--- src/rtl/sha256_digest_reader.sv ---
`default_nettype none
// ============================================================================
// Module      : sha256_digest_reader
// Description : Captures a 256-bit SHA-256 digest on the rising edge of the
//               processor's done level and streams it out as 32 bytes over a
//               valid/ready byte interface. It can also compare the digest
//               against an expected value at capture time, and it flags any
//               digest that arrives while the previous one is still streaming.
// Revision    : 1.0 - initial release
// ----------------------------------------------------------------------------
// Parameters
//   MSB_FIRST   : 1 -> first byte is hash_in[255:248]; 0 -> first is hash_in[7:0]
// Ports
//   clk         : in  clock, all logic on the rising edge
//   rst         : in  synchronous active-high reset
//   hash_in     : in  256-bit digest, valid while hash_done is high
//   hash_done   : in  processor done level (may stay high indefinitely)
//   exp_digest  : in  256-bit expected digest
//   cmp_en      : in  enables the compare at capture
//   m_data      : out streamed digest byte
//   m_valid     : out m_data valid
//   m_ready     : in  sink accepts the byte
//   m_last      : out marks the 32nd byte
//   match       : out compare result
//   match_valid : out match is meaningful
//   busy        : out streaming in progress
//   overrun     : out sticky; a new digest arrived while busy
// ============================================================================
module sha256_digest_reader #(
  parameter int MSB_FIRST = 1
) (
  input  logic         clk,
  input  logic         rst,
  input  logic [255:0] hash_in,
  input  logic         hash_done,
  input  logic [255:0] exp_digest,
  input  logic         cmp_en,
  output logic [7:0]   m_data,
  output logic         m_valid,
  input  logic         m_ready,
  output logic         m_last,
  output logic         match,
  output logic         match_valid,
  output logic         busy,
  output logic         overrun
);

  localparam logic [4:0] c_LAST_IDX = 5'd31;

  typedef enum logic [0:0] {
    ST_IDLE   = 1'b0,
    ST_STREAM = 1'b1
  } state_t;

  state_t       state_q, state_d;
  logic         done_prev_q;
  logic [255:0] digest_q, digest_d;
  logic [4:0]   idx_q, idx_d;
  logic         match_q, match_d;
  logic         match_valid_q, match_valid_d;
  logic         overrun_q, overrun_d;

  logic         w_capture;
  logic [4:0]   w_lane;
  logic [7:0]   w_lane_byte;

  // A capture is the rising edge of the done level, so a level held high
  // produces exactly one capture.
  assign w_capture = hash_done && !done_prev_q;

  // Byte lane L occupies digest bits [8L+7:8L]. MSB-first order walks the
  // lanes downward from 31, LSB-first walks them upward from 0.
  generate
    if (MSB_FIRST != 0) begin : g_msb_first
      assign w_lane = c_LAST_IDX - idx_q;
    end else begin : g_lsb_first
      assign w_lane = idx_q;
    end
  endgenerate

  assign w_lane_byte = digest_q[{w_lane, 3'b000} +: 8];

  // --------------------------------------------------------------------------
  // Next-state and output logic
  // --------------------------------------------------------------------------
  always_comb begin
    state_d       = state_q;
    digest_d      = digest_q;
    idx_d         = idx_q;
    match_d       = match_q;
    match_valid_d = match_valid_q;
    overrun_d     = overrun_q;
    m_valid       = 1'b0;
    m_data        = 8'h00;
    m_last        = 1'b0;

    case (state_q)
      ST_IDLE: begin
        if (w_capture) begin
          digest_d      = hash_in;
          idx_d         = 5'd0;
          state_d       = ST_STREAM;
          match_d       = cmp_en && (hash_in == exp_digest);
          match_valid_d = cmp_en;
        end
      end

      ST_STREAM: begin
        m_valid = 1'b1;
        m_data  = w_lane_byte;
        m_last  = (idx_q == c_LAST_IDX);

        // A digest arriving mid-stream (even on the final transfer) is
        // dropped; only the sticky flag records it.
        if (w_capture) begin
          overrun_d = 1'b1;
        end

        if (m_ready) begin
          if (idx_q == c_LAST_IDX) begin
            state_d = ST_IDLE;
            idx_d   = 5'd0;
          end else begin
            idx_d = idx_q + 5'd1;
          end
        end
      end

      default: begin
        state_d = ST_IDLE;
      end
    endcase
  end

  // --------------------------------------------------------------------------
  // State registers
  // --------------------------------------------------------------------------
  always_ff @(posedge clk) begin
    if (rst) begin
      state_q       <= ST_IDLE;
      done_prev_q   <= 1'b0;
      digest_q      <= '0;
      idx_q         <= 5'd0;
      match_q       <= 1'b0;
      match_valid_q <= 1'b0;
      overrun_q     <= 1'b0;
    end else begin
      state_q       <= state_d;
      done_prev_q   <= hash_done;
      digest_q      <= digest_d;
      idx_q         <= idx_d;
      match_q       <= match_d;
      match_valid_q <= match_valid_d;
      overrun_q     <= overrun_d;
    end
  end

  assign busy        = (state_q == ST_STREAM);
  assign match       = match_q;
  assign match_valid = match_valid_q;
  assign overrun     = overrun_q;

endmodule
`default_nettype wire
--- config.mk ---
export PLATFORM = sky130hd
export DESIGN_NAME = sha256_digest_reader
export DESIGN_NICKNAME = d
export VERILOG_FILES = /design/src/rtl/sha256_digest_reader.sv
export SDC_FILE = /design/constraint.sdc
export NUM_CORES = 1
export LEC_CHECK = 0
export ABC_CLOCK_PERIOD_IN_PS = 2800
export CAP_MARGIN = 20
export CORE_AREA = 2 2 208 210
export DETAILED_ROUTE_END_ITERATION = 8
export DIE_AREA = 0 0 210 212
export GPL_TIMING_DRIVEN = 0
export SLEW_MARGIN = 10
export SYNTH_ARGS = -nofsm -noshare
export SYNTH_HDL_FRONTEND = slang
export SYNTH_SLANG_ARGS = --single-unit
--- constraint.sdc ---
create_clock -name clk -period 2.8 [get_ports clk]
set_clock_uncertainty 0.2 [all_clocks]
set_input_delay 0.42 -clock clk [delete_from_list [all_inputs] [get_ports clk]]
set_output_delay 0.42 -clock clk [all_outputs]
set_load 0.02 [all_outputs]
Word-level counts from Yosys, hierarchy flattened
Index checks and enable logic that the tools add are counted.
{"block": "word_totals", "regBits": 266, "in_bits": 517, "elab_cells": 32, "out_inout_bits": 14}
{"block": "classes", "n_eq_ne": 4, "reduce_logical": 6, "bitwise_logic": 1, "addsub": 2, "shifts": 1, "muxes": 11}
{"op": "256-bit equality test", "count": 1}
{"op": "256-bit by 9-bit variable part select with 8-bit output", "count": 1}
{"op": "5-bit 2-to-1 mux", "count": 3}
{"op": "5-bit case mux with 2 select lines", "count": 1}
{"op": "8-bit 2-to-1 mux", "count": 1}
{"op": "2-bit AND reduction", "count": 3}
{"op": "5-bit by 1-bit adder with 5-bit output, second input constant", "count": 1}
{"op": "5-bit equality test, second input constant", "count": 1}
{"op": "1-bit 2-to-1 mux", "count": 5}
{"op": "5-bit subtractor, first input constant", "count": 1}
{"op": "2-bit != test, second input constant", "count": 2}
{"op": "1-bit logical AND", "count": 2}
{"op": "1-bit case mux with 2 select lines", "count": 1}
{"op": "1-bit zero test", "count": 1}
{"op": "1-bit inverter", "count": 1}

Logic depth before layout (Yosys ltp)
{"block": "logic_depth", "ltp_word": 4, "ltp_mapped": 8, "depth_no_buf": 7}

Worst setup path before layout
OpenSTA, ideal clock, no wires.
{"block": "synth_timing", "path_type": "register to output", "from": "register idx_q[1]", "to": "output m_data[0]", "t_arrival_ps": 1996, "path_stages_with_launch": 7, "t_required_ps": 2180, "n_path_buf": 2, "path_slack_ps": 184, "path_cell_list": "dfxtp_1 > clkbuf_1 > buf_2 > mux4_2 > mux4_2 > mux2i_1 > nor2b_1"}
{"block": "synth_via", "elab_chain_cells": 3}
{"element": "from (decl)", "line": "58", "rtl": "logic [4:0] idx_q, idx_d;"}
{"element": "from (signal assigned)", "line": "151", "rtl": "idx_q <= idx_d;"}
{"element": "5-bit subtractor", "line": "75", "rtl": "assign w_lane = c_LAST_IDX - idx_q;"}
{"element": "256-bit by 9-bit variable part select with 8-bit output", "line": "81", "rtl": "assign w_lane_byte = digest_q[{w_lane, 3'b000} +: 8];"}
{"element": "8-bit 2-to-1 mux", "line": "97", "rtl": "case (state_q)"}
{"element": "to (decl)", "line": "38", "rtl": "output logic [7:0] m_data,"}
No other way between the ends.

Worst setup path in the final report
{"block": "layout_timing", "from": "register idx_q[0]", "to": "output m_data[6]"}
Same word-level chain as after synthesis.

==> flow_metrics.tcl <==
set metrics [dict create \
    setup_slack_ps -704 \
    drt-total-wl_um 78600 \
    finish.instance_area_um2 21300 \
    grt_pass1_vias 14900 \
    netlist_area_um2 14000 \
    max_cap_viol_count 0 \
    setup_viol 8 \
    tightest_slew_ps 1160 \
    grt_pass1_wl_um 108000 \
    clk_latency_ps 560 \
    drc 0 \
    cts_hold_buf 0 \
    cp-start-kind "flop" \
    initial_utilization 0.328 \
    dieArea_um2 44500 \
    path_class "reg -> out" \
    drt-initial-drc-count 1169 \
    synth_fp_nets 2147 \
    grt_usage 0.347 \
    synth.most_common_cell "nand2_1" \
    place_congestion 1.01 \
    antenna_left 0 \
    fp.dieH_um 212 \
    stdcell_count 2768 \
    cp.arrival_ps 2880 \
    antenna_found_initial 3 \
    firstDrtPassIters 5 \
    synth_top_area_frac 0.382 \
    dp_hpwl_um 66600 \
    rsz0062_at_grt "yes" \
    ys_ff_latch 266 \
    die_w_um 210 \
    gr-total-overflow 0 \
    seq_area_frac_synth 0.382 \
    drive_gt1_frac 0.0950 \
    failed_checks "negative setup slack" \
    maxSlewViolCount 0 \
    synthCells 1628 \
    synthTopCellsByCount "nand2_1 (516), dfxtp_1 (266), a21oi_1 (264)" \
    nets 2716 \
    netlist_top_cells_area "dfxtp_1 (38%), nand2_1 (14%), mux4_2 (13%), xor2_1 (9.6%), a21oi_1 (9.5%)" \
    clockRootBuffer "clkbuf_16" \
    io_buffers 529 \
    ys_async_sr_fraction 0 \
    cts_buffers 30 \
    min_path_cells 2 \
    min_period_over_period 1.25 \
    grt_max_degree 15 \
    crit_path_max_fanout 7 \
    report.final.hold_viol_count 0 \
    synth_cell_types 35 \
    rows 76 \
    area_growth_syn_to_layout_pct 52.8 \
    hold_class "reg -> reg" \
    synth_ff_type "dfxtp_1" \
    ys_warn_count 0 \
    critical_path_required_ps 2180 \
    cp-end-kind "primary output" \
    tritoncts "yes" \
    r2r_cells 7 \
    synth_largest_area_cell "dfxtp_1" \
    fin_crit_ps 3500 \
    p_leak_nw 7.59 \
    status "finished, violations left" \
    powerDensity_nw_per_um2 514 \
    numPlacedInstances 2703 \
    ioPinCount 531 \
    relSlewSlack 0.220 \
    cts_buffer_depth 3 \
    fp.coreArea_um2 42500 \
    via_count 14700 \
    wire_per_inst_um 28.4 \
    synth_area_per_cell_um2 8.57 \
    ir_drop_uv 308 \
    routed_via_density 5.32 \
    timing.fmax_mhz 285 \
    htreeDepth 1 \
    clk_pin_slew_ps 60 \
    synth_edf_count 0 \
    cts.sinks 266 \
    placed_cell_area_um2 19900 \
]
-- repair_timing --
item                       4_1_cts  5_1_grt
cloned                           3        0
gates resized for setup        106       18
setup endpoints to repair      230      192
pin swaps                        0        1
setup buffers                    8        0
-- worst paths after layout --
path,slack (ps),from,to
min,250,digest_q[86]$_SDFFE_PP0P_,digest_q[86]$_SDFFE_PP0P_
max reg2reg,100,busy$_SDFF_PP0_,digest_q[114]$_SDFFE_PP0P_
min reg2reg,250,digest_q[86]$_SDFFE_PP0P_,digest_q[86]$_SDFFE_PP0P_
max,-700,idx_q[0]$_SDFFE_PP0P_,m_data[6]
-- worst max-delay path: stages (launching register included) --
cell and delay (ps):
dfxtp_2 360, buf_12 160, buf_12 160, buf_12 130, mux4_2 540, mux4_2 520, mux2i_2 230, nor2b_1 70
buf_2 160
-- per-layer routing --
layer / wire length (um) / up-vias / global-route usage
met3: 6750 / 125 / 0.0688
met2: 36800 / 784 / 0.578
met1: 30500 / 7117 / 0.432
met4: 4450 / 2 / 0.167
li1: - / 6691 / -
met5: 100 / - / 0
-- final cells by class --
cell class	count	area [um^2]
Fill cell	4181	21200
Multi-Input combinational cell	1247	8220
Timing Repair Buffer	538	5370
Sequential cell	266	5330
Clock buffer	44	905
Tap cell	546	683
Buffer	109	629
Clock inverter	11	155
Inverter	5	18.8
Antenna cell	2	5.00
-- registers in the layout (all words and copies together) (netlist names) --
register     count
overrun          1
idx_q            5
done_prev_q      1
busy             1
match_valid      1
match            1
digest_q       256
-- through the flow --
stage | worst slack [ps] | total power [mW] | hold slack, ps | TNS, ps | util
3_3_place_gp | -1200 | 6.68 | 239 | -136670 | 0.469
4_1_cts | -680 | 10.9 | 243 | -5090 | 0.502
3_5_place_dp | -1220 | 6.70 | 243 | -143000 | 0.469
2_1_floorplan | 184 | 5.10 | 233 | 0 | -
6_report | -704 | 11.0 | 253 | -5270 | 0.502
5_1_grt | -741 | 11.3 | 258 | -5630 | 0.502
-- placed cells by master (no fill, tap or decap), types with 7 or more instances in the layout --
cell / Yosys / routed
nand2_1: 516 / 516
nor2b_1: 10 / 10
buf_4: 1 / 14
buf_2: 23 / 16
buf_12: 0 / 8
xor2_1: 153 / 153
nand4_1: 37 / 37
mux4_2: 80 / 80
dfxtp_1: 266 / 263
nor2_1: 8 / 8
clkbuf_16: 0 / 31
clkdlybuf4s50_1: 0 / 520
a21oi_1: 264 / 264
nor4_1: 43 / 39
clkbuf_1: 80 / 68
clkbuf_8: 0 / 8
clkinv_2: 0 / 7
clkbuf_2: 0 / 15
xnor2_1: 99 / 96
-- power by group --
part | switching (mW) | total (mW) | internal, mW
clock network | 1.67 | 4.26 | 2.59
logic | 1.37 | 2.57 | 1.20
registers | 0.128 | 4.14 | 4.01
-- cell families (layout without fill, tap and decap cells) --
family                     count (synthesis)  count (layout)  synth area share
and+or+nand+nor                          633             633             0.190
xor gates and xnor gates                 252             252             0.158
other                                      0               2                 0
AOI/OAI and AO/OA                        272             272            0.0983
DFF                                      266             266             0.382
buffers and inverters                    115             707            0.0354
adders and majority gates                  2               2           0.00179
muxes                                     88              88             0.135
No activity file was read; power rests on OpenSTA's default activity.
